--- src/rtl/gpio_bank.sv ---
// Multi-port AVR-style GPIO bank: DDR/PORT/PIN/PCMSK per port, shared pin-change
// interrupt flag/enable registers, two-flop input synchroniser and optional PIN-write toggle.
module gpio_bank #(
  parameter int unsigned NUM_PORTS = 4,
  parameter int unsigned WIDTH     = 8,
  parameter int unsigned ADDR_W    = 5,
  parameter int unsigned TOGGLE_EN = 1
) (
  input  logic                       clk,
  input  logic                       clr,
  input  logic [ADDR_W-1:0]          addr,
  input  logic                       wr_en,
  input  logic [WIDTH-1:0]           wr_data,
  output logic [WIDTH-1:0]           rd_data,
  input  logic                       pud,
  input  logic [NUM_PORTS*WIDTH-1:0] pin_in,
  output logic [NUM_PORTS*WIDTH-1:0] port_out,
  output logic [NUM_PORTS*WIDTH-1:0] ddr_out,
  output logic [NUM_PORTS*WIDTH-1:0] pullup_en,
  output logic [NUM_PORTS-1:0]       irq
);

  localparam int unsigned TOT_W  = NUM_PORTS * WIDTH;
  localparam int unsigned IDX_W  = ADDR_W - 2;
  localparam int unsigned GLOB_A = 4 * NUM_PORTS;

  localparam logic [1:0] SEL_PIN   = 2'd0;
  localparam logic [1:0] SEL_DDR   = 2'd1;
  localparam logic [1:0] SEL_PORT  = 2'd2;
  localparam logic [1:0] SEL_PCMSK = 2'd3;
  localparam logic [1:0] SETTLED   = 2'd3;

  logic [NUM_PORTS-1:0][WIDTH-1:0] r_ddr;
  logic [NUM_PORTS-1:0][WIDTH-1:0] r_port;
  logic [NUM_PORTS-1:0][WIDTH-1:0] r_pcmsk;
  logic [NUM_PORTS-1:0][WIDTH-1:0] r_sync1;
  logic [NUM_PORTS-1:0][WIDTH-1:0] r_sync2;
  logic [NUM_PORTS-1:0][WIDTH-1:0] r_prev;
  logic [NUM_PORTS-1:0]            r_pcifr;
  logic [NUM_PORTS-1:0]            r_pcicr;
  logic [1:0]                      r_settle;

  logic [NUM_PORTS-1:0] w_port_hit;
  logic [1:0]           w_sel;
  logic                 w_pcifr_hit;
  logic                 w_pcicr_hit;
  logic [NUM_PORTS-1:0] w_chg;
  logic                 w_armed;
  logic [NUM_PORTS-1:0] w_set;
  logic [NUM_PORTS-1:0] w_clr_mask;

  // Address decode: upper bits pick the port, low two bits pick the register
  always_comb begin
    w_port_hit  = '0;
    w_sel       = addr[1:0];
    w_pcifr_hit = (addr == ADDR_W'(GLOB_A));
    w_pcicr_hit = (addr == ADDR_W'(GLOB_A + 1));
    for (int p = 0; p < int'(NUM_PORTS); p++) begin
      w_port_hit[p] = (addr[ADDR_W-1:2] == IDX_W'(p));
    end
  end

  // Pad input synchroniser plus one history stage for change detection
  always_ff @(posedge clk) begin
    if (clr) begin
      r_sync1 <= '0;
      r_sync2 <= '0;
      r_prev  <= '0;
    end else begin
      r_sync1 <= pin_in;
      r_sync2 <= r_sync1;
      r_prev  <= r_sync2;
    end
  end

  // Holds off flag setting while the synchroniser refills after reset
  always_ff @(posedge clk) begin
    if (clr) begin
      r_settle <= '0;
    end else if (r_settle != SETTLED) begin
      r_settle <= r_settle + 2'd1;
    end
  end

  assign w_armed = (r_settle == SETTLED);

  always_comb begin
    w_chg = '0;
    for (int p = 0; p < int'(NUM_PORTS); p++) begin
      w_chg[p] = |((r_sync2[p] ^ r_prev[p]) & r_pcmsk[p]);
    end
  end

  assign w_set      = w_chg & {NUM_PORTS{w_armed}};
  assign w_clr_mask = (wr_en && w_pcifr_hit) ? wr_data[NUM_PORTS-1:0] : '0;

  // Per-port register writes; PIN writes toggle PORT when enabled
  always_ff @(posedge clk) begin
    if (clr) begin
      r_ddr   <= '0;
      r_port  <= '0;
      r_pcmsk <= '0;
      r_pcicr <= '0;
    end else if (wr_en) begin
      for (int p = 0; p < int'(NUM_PORTS); p++) begin
        if (w_port_hit[p]) begin
          case (w_sel)
            SEL_PIN: begin
              if (TOGGLE_EN != 0) begin
                r_port[p] <= r_port[p] ^ wr_data;
              end
            end
            SEL_DDR:   r_ddr[p]   <= wr_data;
            SEL_PORT:  r_port[p]  <= wr_data;
            SEL_PCMSK: r_pcmsk[p] <= wr_data;
            default:   ;
          endcase
        end
      end
      if (w_pcicr_hit) begin
        r_pcicr <= wr_data[NUM_PORTS-1:0];
      end
    end
  end

  // Flags are write-1-to-clear; a simultaneous set event wins
  always_ff @(posedge clk) begin
    if (clr) begin
      r_pcifr <= '0;
    end else begin
      r_pcifr <= (r_pcifr & ~w_clr_mask) | w_set;
    end
  end

  always_comb begin
    rd_data = '0;
    for (int p = 0; p < int'(NUM_PORTS); p++) begin
      if (w_port_hit[p]) begin
        case (w_sel)
          SEL_PIN:   rd_data = r_sync2[p];
          SEL_DDR:   rd_data = r_ddr[p];
          SEL_PORT:  rd_data = r_port[p];
          SEL_PCMSK: rd_data = r_pcmsk[p];
          default:   rd_data = '0;
        endcase
      end
    end
    if (w_pcifr_hit) begin
      rd_data = WIDTH'(r_pcifr);
    end
    if (w_pcicr_hit) begin
      rd_data = WIDTH'(r_pcicr);
    end
  end

  assign port_out  = r_port;
  assign ddr_out   = r_ddr;
  assign pullup_en = ~r_ddr & r_port & {TOT_W{~pud}};
  assign irq       = r_pcifr & r_pcicr;

endmodule

--- config.mk ---
export PLATFORM = sky130hd
export DESIGN_NAME = gpio_bank
export DESIGN_NICKNAME = d
export VERILOG_FILES = /design/src/rtl/gpio_bank.sv
export SDC_FILE = /design/constraint.sdc
export NUM_CORES = 1
export LEC_CHECK = 0
export BUFFER_PORTS_ARGS = -buffer_cell sky130_fd_sc_hd__clkbuf_2
export CORE_AREA = 2 2 128 130
export CTS_CLUSTER_DIAMETER = 40
export DETAILED_ROUTE_END_ITERATION = 6
export DIE_AREA = 0 0 130 132
export GPL_ROUTABILITY_DRIVEN = 0
export HOLD_SLACK_MARGIN = 0.15
export PLACE_DENSITY = 0.83
export SLEW_MARGIN = 20
export SYNTH_ARGS = -nofsm -noshare
export SYNTH_HDL_FRONTEND = slang
export SYNTH_SLANG_ARGS = --single-unit
--- constraint.sdc ---
create_clock -name clk -period 3.6 [get_ports clk]
set_clock_uncertainty 0.15 [all_clocks]
set_input_delay 1.08 -clock clk [delete_from_list [all_inputs] [get_ports clk]]
set_output_delay 1.08 -clock clk [all_outputs]
set_load 0.01 [all_outputs]
==> summary.md <==
| Metric | Value |
|---|---|
| Status | `complete, but fails checks` |
| Failing checks | `negative setup slack` |
| Setup TNS | `-723.4 ps` |
| Pleak | `4.662 nW` |
| Grt ovf | `0` |
| Library cells used by synthesis | `39` |
| Chip width | `130 um` |
| Residual DRC | `0` |
| Max FO, Critical Path | `6` |
| Core outline area | `15710 um2` |
| Initial antenna violation count | `1` |
| Share of post-route cells with drive strength above 1 | `0.2838` |
| Clk buf depth | `3` |
| DR vias | `7564` |
| Sequential-to-total area share from yosys stat | `0.4638` |
| Post-DP HPWL | `17.51 mm` |
| Area growth syn-to-layout | `25.13%` |
| Vias in the first global route | `7231` |
| Endpoints failing hold | `0` |
| Starting Density | `0.5549` |
| Sequential power share | `0.439` |
| Final wirelength | `25.85 mm` |
| Setup WS post-layout | `-135.4 ps` |
| Mapped Area | `8718 um2` |
| Drt pass-1 iters | `5` |
| Initial DRC Count | `736` |
| Most common cell after layout, fill and taps aside | `dfxtp_1` |
| Largest net degree at the start of global routing | `87` |
| Crit path buffers/inverters | `5` |
| Uppermost routed layer | `met5` |
| M1 wire length | `9.773 mm` |
| Synthesis-stage register bit count | `202` |
| Slew Viols, Final | `0` |
| Total Routing Usage GR | `0.2968` |
| Setup crit end kind | `output pin` |
| Maxcap violations | `0` |
| Slowest stage cell, crit path | `mux4_2` |
| Clk_lat worst skew | `510 ps` |
| Gate count of the mapped netlist | `883` |
| Proportion of power drawn by the clock network | `0.486` |
| Clock sinks | `202` |
| Routed wire length on met3 | `2.775 mm` |
| CP Class | `in -> out` |
| Post-DRT Antenna Nets | `0` |
| Crit path top cell by count | `buf_12` |
| Highest clock rate | `267.7 MHz` |
| Startpoint types | `primary input` |
| Slew Limit Headroom | `0.5679` |
| Crit path DAT | `2510 ps` |
| Synthesized area per cell | `9.874 um2` |
| RSZ-0062 raised after global routing | `yes` |
| Root buffer selected by CTS | `clkbuf_16` |
| Ys Warns | `0` |
| Global-route wire length before repair | `39.45 mm` |
| Max stage delay on crit path | `510 ps` |
| Worst min path class | `reg -> reg` |
| P_sw | `0.001237 W` |
| Crit path required time | `2370 ps` |
| Fillcell total | `1116` |
| Period utilization | `1.038` |
| Logic pwr share | `0.075` |
| PD cells | `487.8 nW/um2` |
| Die Height | `132 um` |
| Tmin final | `3735 ps` |
| I/O Pins | `157` |
| Final number of setup-violating endpoints | `8` |
| Worst-Margin Slew | `648.1 ps` |
| WL met2 | `11.80 mm` |
| Clock transition at path regs | `60 ps` |
| Via-to-Cell Ratio | `5.909` |
| CP Cell Sequence | `buf_12, buf_12, buf_12, buf_6, mux4_2, mux2i_1, o22ai_2, clkbuf_2` |
| Rows | `46` |
| CTS tree | `done` |
| Sw Ratio | `0.2324` |
| Die area | `17160 um2` |
| Nets | `1097` |
| Worst hold slack | `281.9 ps` |
| Most frequent cells in the layout | `dfxtp_1, clkbuf_2, nor2b_1` |
| Port Buf Inserts | `156` |
| Cell Int Power | `0.004085 W` |
| CTS buffer count | `25` |
| Maximum VDD drop | `0.3281 mV` |
| Antenna fix cells | `0` |
| Post-Syn Nets | `933` |
| Routed WL per cell | `20.19 um` |
| Crit path max-delay family | `multiplexers` |
| CTS H-tree lvls | `1` |
layer usage:
metal	GRT usage	vias to the layer above
met1	0.3833	3613
met4	0.1380	2
met2	0.4663	469
met3	0.07386	116
li1	-	3364
met5	0	-
power groups by stage:
stage | clock, W | sequential, W | combinational (W)
final | 0.00259 | 0.00234 | 0.000398
after global routing | 0.00270 | 0.00234 | 0.000422
after CTS | 0.00261 | 0.00234 | 0.000383
after detailed placement | 0 | 0.00238 | 0.000358
after global placement | 0 | 0.00238 | 0.000350
after floorplan | 0 | 0.00237 | 0.000229
worst register-to-register path: cells and delay by family, from the launching register on:
kind | cells | cell delay, ps
DFF | 1 | 350
xor gates and xnor gates | 1 | 170
and+or+nand+nor | 1 | 330
AOI/OAI and AO/OA | 2 | 340
stage by stage:
| step | total power [W] | std cells | cell area (um2) | util | worst slack [ps] |
|---|---|---|---|---|---|
| floorplan | 0.002599 | 883 | 8725 | - | 37.65 |
| global placement | 0.002733 | 1225 | 9823 | 0.6252 | -91.74 |
| detailed placement | 0.002742 | 1225 | 9823 | 0.6252 | -115.9 |
| CTS | 0.005326 | 1279 | 10870 | 0.6916 | -76.94 |
| global route | 0.005468 | 1280 | 10910 | 0.6943 | -175.3 |
| finish | 0.005322 | 1280 | 10910 | 0.6943 | -135.4 |
synthesized netlist by cell type:
cell type	instances	area (um2)
buf_1	1	3.750
mux4_2	24	540.5
nor3b_1	46	345.3
clkbuf_1	51	191.4
inv_1	4	15.01
a21oi_1	36	180.2
mux2i_1	65	650.6
and4_1	4	35.03
o21ai_1	4	20.02
nor2_1	73	274.0
a22oi_1	19	142.6
nor2b_1	98	613.1
nand4bb_1	2	22.52
ha_1	1	12.51
nor3_1	12	60.06
o31a_1	1	8.760
nor2_2	1	6.260
dfxtp_1	202	4044
o22ai_1	11	68.82
o21ai_0	67	335.3
or3b_1	2	17.52
nand2_1	39	146.4
o221ai_1	4	35.03
buf_2	12	60.06
buf_4	5	37.54
or3b_2	1	8.760
or4b_4	1	13.76
buf_6	3	33.78
xor2_1	65	569.3
a2bb2oi_1	1	8.760
nand2b_1	4	25.02
nand4b_1	1	8.760
nor3b_2	4	50.05
nor4bb_1	1	10.01
nor3_2	4	40.04
or2_2	5	31.28
and2_1	4	25.02
nand3b_1	1	7.510
nand3_1	4	20.02
final cells by class:
cell class	count	area, um2	area share
clock buffers	30	664.4	0.06090
multi-input cells	605	4395	0.4029
repair buffers	209	1318	0.1208
clock inverters	14	202.7	0.01858
flip-flops and latches	202	4044	0.3707
well taps	216	270.3	0.02477
inverters	4	15.01	0.001376
state kept, by name (all words and copies together), names as in the netlist:
register  count
r_sync2      32
port_out     32
r_settle      2
r_pcicr       4
r_pcmsk      32
r_prev       32
r_pcifr       4
r_sync1      32
ddr_out      32
final timing paths:
path | slack (ps) | startpoint | cells past startpoint | to
max | -140 | addr[0] | 8 | rd_data[4]
min | 280 | r_sync1[18]$_SDFF_PP0_ | 1 | r_sync2[18]$_SDFF_PP0_
max reg2reg | 2120 | r_sync2[23]$_SDFF_PP0_ | 4 | r_pcifr[2]$_SDFF_PP0_
min reg2reg | 280 | r_sync1[18]$_SDFF_PP0_ | 1 | r_sync2[18]$_SDFF_PP0_
cell families after synthesis:
group,Yosys count,synth area share
and+or+nand+nor,307,0.2019
DFF,202,0.4638
AOI/OAI and AO/OA,143,0.09171
muxes,89,0.1366
buffers and inverters,76,0.03918
xor gates and xnor gates,65,0.06530
adders and majority gates,1,0.001435
what timing repair did:
item,in CTS,in global routing
setup buffers,8,1
pin swaps,7,2
setup endpoints to repair,8,8
resized for setup,15,13
gates cloned,2,0
hold buffers,0,0
No activity file was read; power rests on OpenSTA's default activity.
